`config.mk`:
```
export PLATFORM = sky130hd
export DESIGN_NAME = step_enable_ctrl
export DESIGN_NICKNAME = d
export VERILOG_FILES = /design/src/rtl/step_enable_ctrl.sv
export SDC_FILE = /design/constraint.sdc
export NUM_CORES = 1
export LEC_CHECK = 0
export CORE_MARGIN = 3
export CORE_UTILIZATION = 48
export DETAILED_ROUTE_END_ITERATION = 16
export PLACE_DENSITY = 0.78
export SLEW_MARGIN = 20
export SYNTH_ARGS = -nofsm -noshare
export SYNTH_HDL_FRONTEND = slang
export SYNTH_SLANG_ARGS = --single-unit
```
`constraint.sdc`:
```
create_clock -name Clk_in -period 2.3 [get_ports Clk_in]
set_input_delay 0.575 -clock Clk_in [delete_from_list [all_inputs] [get_ports Clk_in]]
set_output_delay 0.575 -clock Clk_in [all_outputs]
set_load 0.01 [all_outputs]
```
`src/rtl/step_enable_ctrl.sv`:
```
// Clock-enable generator for a single-clock MIPS datapath: turns slow-clock rises
// (free-run) or debounced button presses (single-step) into one-cycle enable pulses.
module step_enable_ctrl #(
    parameter int DEBOUNCE_CYCLES = 1000000,
    parameter int CNT_W           = 32
) (
    input  logic             Clk_in,
    input  logic             Reset,
    input  logic             Slow_in,
    input  logic             Step_btn,
    input  logic             Run_mode,
    input  logic             Halt,
    output logic             En_out,
    output logic [CNT_W-1:0] Cycle_cnt,
    output logic             Halted,
    output logic [1:0]       State_dbg
);

    localparam int DB_W = (DEBOUNCE_CYCLES > 1) ? $clog2(DEBOUNCE_CYCLES) : 1;
    localparam logic [DB_W-1:0] DB_LAST = DB_W'(DEBOUNCE_CYCLES - 1);

    typedef enum logic [1:0] {
        S_STEP = 2'd0,
        S_RUN  = 2'd1,
        S_HALT = 2'd2
    } state_t;

    state_t state_q;
    state_t state_d;
    logic   pulse_d;

    logic s1;
    logic s2;
    logic s3;
    logic slow_rise;

    logic            b1;
    logic            b2;
    logic            btn_stable;
    logic            btn_prev;
    logic [DB_W-1:0] db_cnt;
    logic            press;

    // Slow clock: two-flop synchronizer plus a history flop for rise detection.
    always_ff @(posedge Clk_in) begin
        if (Reset) begin
            s1 <= 1'b0;
            s2 <= 1'b0;
            s3 <= 1'b0;
        end else begin
            s1 <= Slow_in;
            s2 <= s1;
            s3 <= s2;
        end
    end

    assign slow_rise = s2 & ~s3;

    // Button: synchronize, then accept a new level only after it has held
    // for DEBOUNCE_CYCLES consecutive cycles; any bounce restarts the count.
    always_ff @(posedge Clk_in) begin
        if (Reset) begin
            b1         <= 1'b0;
            b2         <= 1'b0;
            btn_stable <= 1'b0;
            btn_prev   <= 1'b0;
            db_cnt     <= '0;
        end else begin
            b1       <= Step_btn;
            b2       <= b1;
            btn_prev <= btn_stable;
            if (b2 == btn_stable) begin
                db_cnt <= '0;
            end else if (db_cnt == DB_LAST) begin
                btn_stable <= b2;
                db_cnt     <= '0;
            end else begin
                db_cnt <= db_cnt + DB_W'(1);
            end
        end
    end

    assign press = btn_stable & ~btn_prev;

    always_ff @(posedge Clk_in) begin
        if (Reset) begin
            state_q <= S_STEP;
        end else begin
            state_q <= state_d;
        end
    end

    // Priority: Halt, then mode change, then the pulse condition of the
    // current mode. Events belonging to the other mode are simply dropped.
    always_comb begin
        state_d = state_q;
        pulse_d = 1'b0;
        if (Halt) begin
            state_d = S_HALT;
        end else begin
            case (state_q)
                S_STEP: begin
                    if (Run_mode) begin
                        state_d = S_RUN;
                    end else if (press) begin
                        pulse_d = 1'b1;
                    end
                end
                S_RUN: begin
                    if (!Run_mode) begin
                        state_d = S_STEP;
                    end else if (slow_rise) begin
                        pulse_d = 1'b1;
                    end
                end
                S_HALT: begin
                    state_d = S_HALT;
                end
                default: begin
                    state_d = S_STEP;
                end
            endcase
        end
    end

    always_ff @(posedge Clk_in) begin
        if (Reset) begin
            En_out    <= 1'b0;
            Cycle_cnt <= '0;
        end else begin
            En_out <= pulse_d;
            if (pulse_d) begin
                Cycle_cnt <= Cycle_cnt + CNT_W'(1);
            end
        end
    end

    assign Halted    = (state_q == S_HALT);
    assign State_dbg = state_q;

endmodule

```
-- Yosys cells after proc, flatten, opt, wreduce, memory -nomap -nowiden
Index checks and enable logic that the tools add are counted.
- add/subtract/negate cells: 2
- equality and inequality tests: 8
- multiplexer cells: 10
- bitwise operators: 5
- reductions and logical operators: 6
- operator list (operator ; number):
    $add A32 B1 Y32 const B ; 1
    $add A20 B1 Y20 const B ; 1
    $eq A20 B20 Y1 const B ; 1
    $mux W2 ; 3
    $ne A3 B3 Y1 const B ; 2
    $pmux W2 S3 ; 1
    $reduce_and A2 Y1 ; 3
    $mux W1 ; 5
    $ne A2 B2 Y1 const B ; 2
    $not A1 Y1 ; 3
    $reduce_or A3 Y1 ; 1
    $and A1 B1 Y1 ; 2
    $eq A2 B1 Y1 const B ; 1
    $eq A2 B2 Y1 const B ; 1
    $logic_not A2 Y1 ; 1
    $pmux W1 S2 ; 1
    $reduce_or A2 Y1 ; 1
    $eq A1 B1 Y1 ; 1
- register bits after elaboration: 62
- input bits: 6
- output and inout bits: 36
- logic and storage cells: 43

-- Depth between registers and ports, before layout
- word-level depth: 6
- mapped depth: 7
- mapped depth without buffers: 5

-- Worst setup path after synthesis
No wires, ideal clock.
- path kind: input to register
- start point: input Run_mode
- end point: register Cycle_cnt[27]
- setup time: 121 ps
- data arrival time: 2253 ps
- required time: 2179 ps
- path slack: -74 ps
- cell stages on the path: 5
- path buffers: 1
- path through: or4b_4 > a211o_1 > clkbuf_1 > nor4_1 > mux2_2
- word-level cells in the longest chain between the ends: 3
- elaborated cells on any way between the ends: 4
- classes of those cells: mux: 4
- RTL lines (what ; line ; text):
    start, declared ; 11 ; input logic Run_mode,
    $mux W1 (on tied branches) ; 110, 103 ;
    $pmux W1 S2 (*) ; 101 ; case (state_q)
    $mux W1 (*) ; 98 ; if (Halt) begin
    end signal, assigned ; 133 ; Cycle_cnt <= Cycle_cnt + CNT_W'(1);
    end, declared ; 14 ; output logic [CNT_W-1:0] Cycle_cnt,
Mark *: on every way between the ends. The rest lies on a longest branch, timed or not.
A chain may end at the register's enable or synchronous reset.

-- Worst setup path in the final report
- start point: input Run_mode
- end point: register Cycle_cnt[25]
Same word-level chain as after synthesis.

==> flow_summary.toml <==
[timing]
slew_viol_final = 0
hold_viol_final = 0
period_share_pct = 99.1
setup_violations = 0
timing.hold.ws_ns = 0.463
finClkSkew_ns = 0.0107
grt_setup_unrepaired = "no"
max_slew_margin_pct = 68.8
fmax_ghz = 0.439
period_minus_slack_ns = 2.28
tightestPinTransition_ns = 0.463

[floorplan]
dieArea_mm2 = 0.00691
initial_core_util_pct = 50.6
die-width_um = 83.1
core-area_mm2 = 0.00564
rows = 27
ios = 42
die_h_um = 83.1

[setup_path]
critical-path-max-stage-delay_ns = 0.53
crit_type = "input port to register"
start_kind = "input port"
path_cells = "dlygate4sd2_1 -> or4b_4 -> a211o_4 -> buf_12 -> or4_1 -> a21oi_1"
cp.arrival_ns = 2.55
ff2ff_setup_slack_ns = 0.19
cp_data_required_time_ns = 2.57
endpoint_kind = "register"
crit_slowest_cell = "or4b_4"
r2r_cells = 5
critPathMaxFanout = 16

[placed_design]
io_buffers = 41
place_congestion = 0.806
dp_hpwl_um = 4710
dpl_cell_area_mm2 = 0.00352

[final_layout]
synthToLayoutAreaGrowth_pct = 32.9
fillers = 439
drive_above_1_share_pct = 15.8
antenna_cells = 0
fin_area_mm2 = 0.00379
finalNetCount = 395
post-route-util_pct = 67.3

[grt]
grt_antenna_before_repair = 0
grtUsageTotal_pct = 20.7
grt_pass1_wl_um = 11900
grt_start_max_net_pins = 20
grt_pass1_vias = 2545
overflow = 0

[route]
ant_nets = 0
dr.pass1.iters = 4
wl_um = 6620
wire_per_inst_um = 14.3
first_iter_violations = 136
via_count = 2672
vias_per_cell = 5.76
remaining_drc_errors = 0

[cts]
postCtsSetupBuffers = 0
cts_root_buf = "clkbuf_8"
clk_pin_slew_ns = 0.07
htreeDepth = 3
cts_inserted_buffers = 9
clock_latency_ns = 0.33
holdBufCountCts = 0
cts_buffer_depth = 2
cts_sinks = 62
cts_tree = "built"

[synthesis]
ys_seq_elements = 62
yosysSeqAreaShare_pct = 43.5
syn_area_per_cell_um2 = 8.84
yosysMostFrequentCell = "dfxtp_1"
yosys_warnings = 0
syn_inst = 323
synth.area.top_cells = "dfxtp_1 (43%), or4_1 (5.5%), a21oi_1 (5.1%)"
yosysTopAreaCell = "dfxtp_1"
synthArstFlopShare_pct = 0
synth_edf_count = 0
ys.flop_type = "dfxtp_1"
synth_common_cells = "dfxtp_1 (62), nor2_1 (31), a21oi_1 (29), or4_1 (21), o31ai_1 (18)"
synthesis.area_mm2 = 0.00286
yosys.cell_types.count = 45
syn_nets = 331
yosysTopAreaCellShare_pct = 43.5

[job]
drv_cap = 0

[pwr]
power.density_mw_per_mm2 = 557
peakVddDrop_v = 0.000338
p_comb_share_pct = 2.7
p_int_mw = 1.66
p_sw_share_pct = 21.4
p_sw_mw = 0.452
p_seq_share_pct = 51.3
p_leak_nw = 1.23
finalPower_mw = 2.11
p_clk_share_pct = 46.0

[run_status]
status = "complete, no violations"

[hold_path]
hold_depth = 1
hp-class = "register to register"
-- worst paths after layout --
path,from,end
worst max register to register,State_dbg[0],Cycle_cnt[25]
worst max-delay path,Run_mode,Cycle_cnt[25]
worst min register to register,s1,s2
worst min-delay path,s1,s2
-- metal layers --
metal	vias up	share of wire (%)	track usage, %
met3	4	4.7	6.94
li1	1332	-	-
met2	72	50	34.0
met1	1264	44	25.7
met4	0	0.72	6.39
met5	-	0	0
-- per-stage QoR --
stage	instances	setup WS [ns]	TNS [ns]
after CTS	464	0.0142	0
after detailed placement	447	-0.479	-8.80
final	464	0.0204	0
after global placement	447	-0.454	-8.12
after floorplan	323	0.00875	0
after global routing	464	0.0150	0
-- sequential cells by signal, summed over array words and instances, names as in the netlist --
name	cells
btn_prev	1
Cycle_cnt	32
s1	1
s2	1
b1	1
En_out	1
State_dbg	2
db_cnt	20
s3	1
btn_stable	1
b2	1
-- power groups by stage --
| stage | clock, mW | combinational, mW | sequential [mW] |
|---|---|---|---|
| after CTS | 0.993 | 0.0570 | 1.08 |
| after detailed placement | 0 | 0.0575 | 1.11 |
| final | 0.973 | 0.0571 | 1.08 |
| after global routing | 1.05 | 0.0627 | 1.08 |
| after floorplan | 0 | 0.0239 | 1.11 |
| after global placement | 0 | 0.0561 | 1.11 |
-- kinds of logic (layout without fill, tap and decap cells) --
| kind of cell | count (synthesis) | in the layout | share of synthesized area, % |
|---|---|---|---|
| and+or+nand+nor | 140 | 140 | 29.3 |
| AOI/OAI and AO/OA | 68 | 68 | 15.2 |
| DFF | 62 | 62 | 43.5 |
| buffers and inverters | 28 | 97 | 3.72 |
| xor gates and xnor gates | 18 | 18 | 5.52 |
| muxes | 5 | 5 | 1.93 |
| adders and majority gates | 2 | 2 | 0.876 |
-- final cells by class --
class	count	area [µm²]	share of cell area [%]
inverters	11	41.3	1.09
flip-flops and latches	62	1240	32.7
multi-input cells	233	1560	41.2
well taps	72	90.1	2.37
clock inverters	4	45.0	1.19
clock buffers	12	155	4.09
repair buffers	70	659	17.4
-- layout by cell type, fill, tap and decap left out, types with 3 or more instances in the layout --
master and count:
nand3_1 15, nor4b_1 3, and4_1 4, and2_1 3, dfxtp_1 62, a21oi_1 27
nor2_1 31, or4_1 19, o31ai_1 18, clkdlybuf4s50_1 40, xnor2_1 13, o21ai_0 8
mux2_2 3, clkinv_2 3, nand2_1 8, or3_1 7, inv_1 11, nand4_1 13
xor2_1 5, buf_4 27, nand3b_1 3, nor3_1 6, nor2b_1 12, clkbuf_8 11
-- critical path: cells and delay by family --
| family | cells | cell delay (ns) |
|---|---|---|
| and+or+nand+nor | 2 | 1.04 |
| AOI/OAI and AO/OA | 2 | 0.53 |
| buffers and inverters | 2 | 0.41 |
-- repair_timing --
action / in CTS / in global routing
endpoints found under the setup margin: 18 / 11
cloned: 1 / 0
pin swaps: 2 / 1
resized for setup: 5 / 6
(Power assumes the default switching activity.)
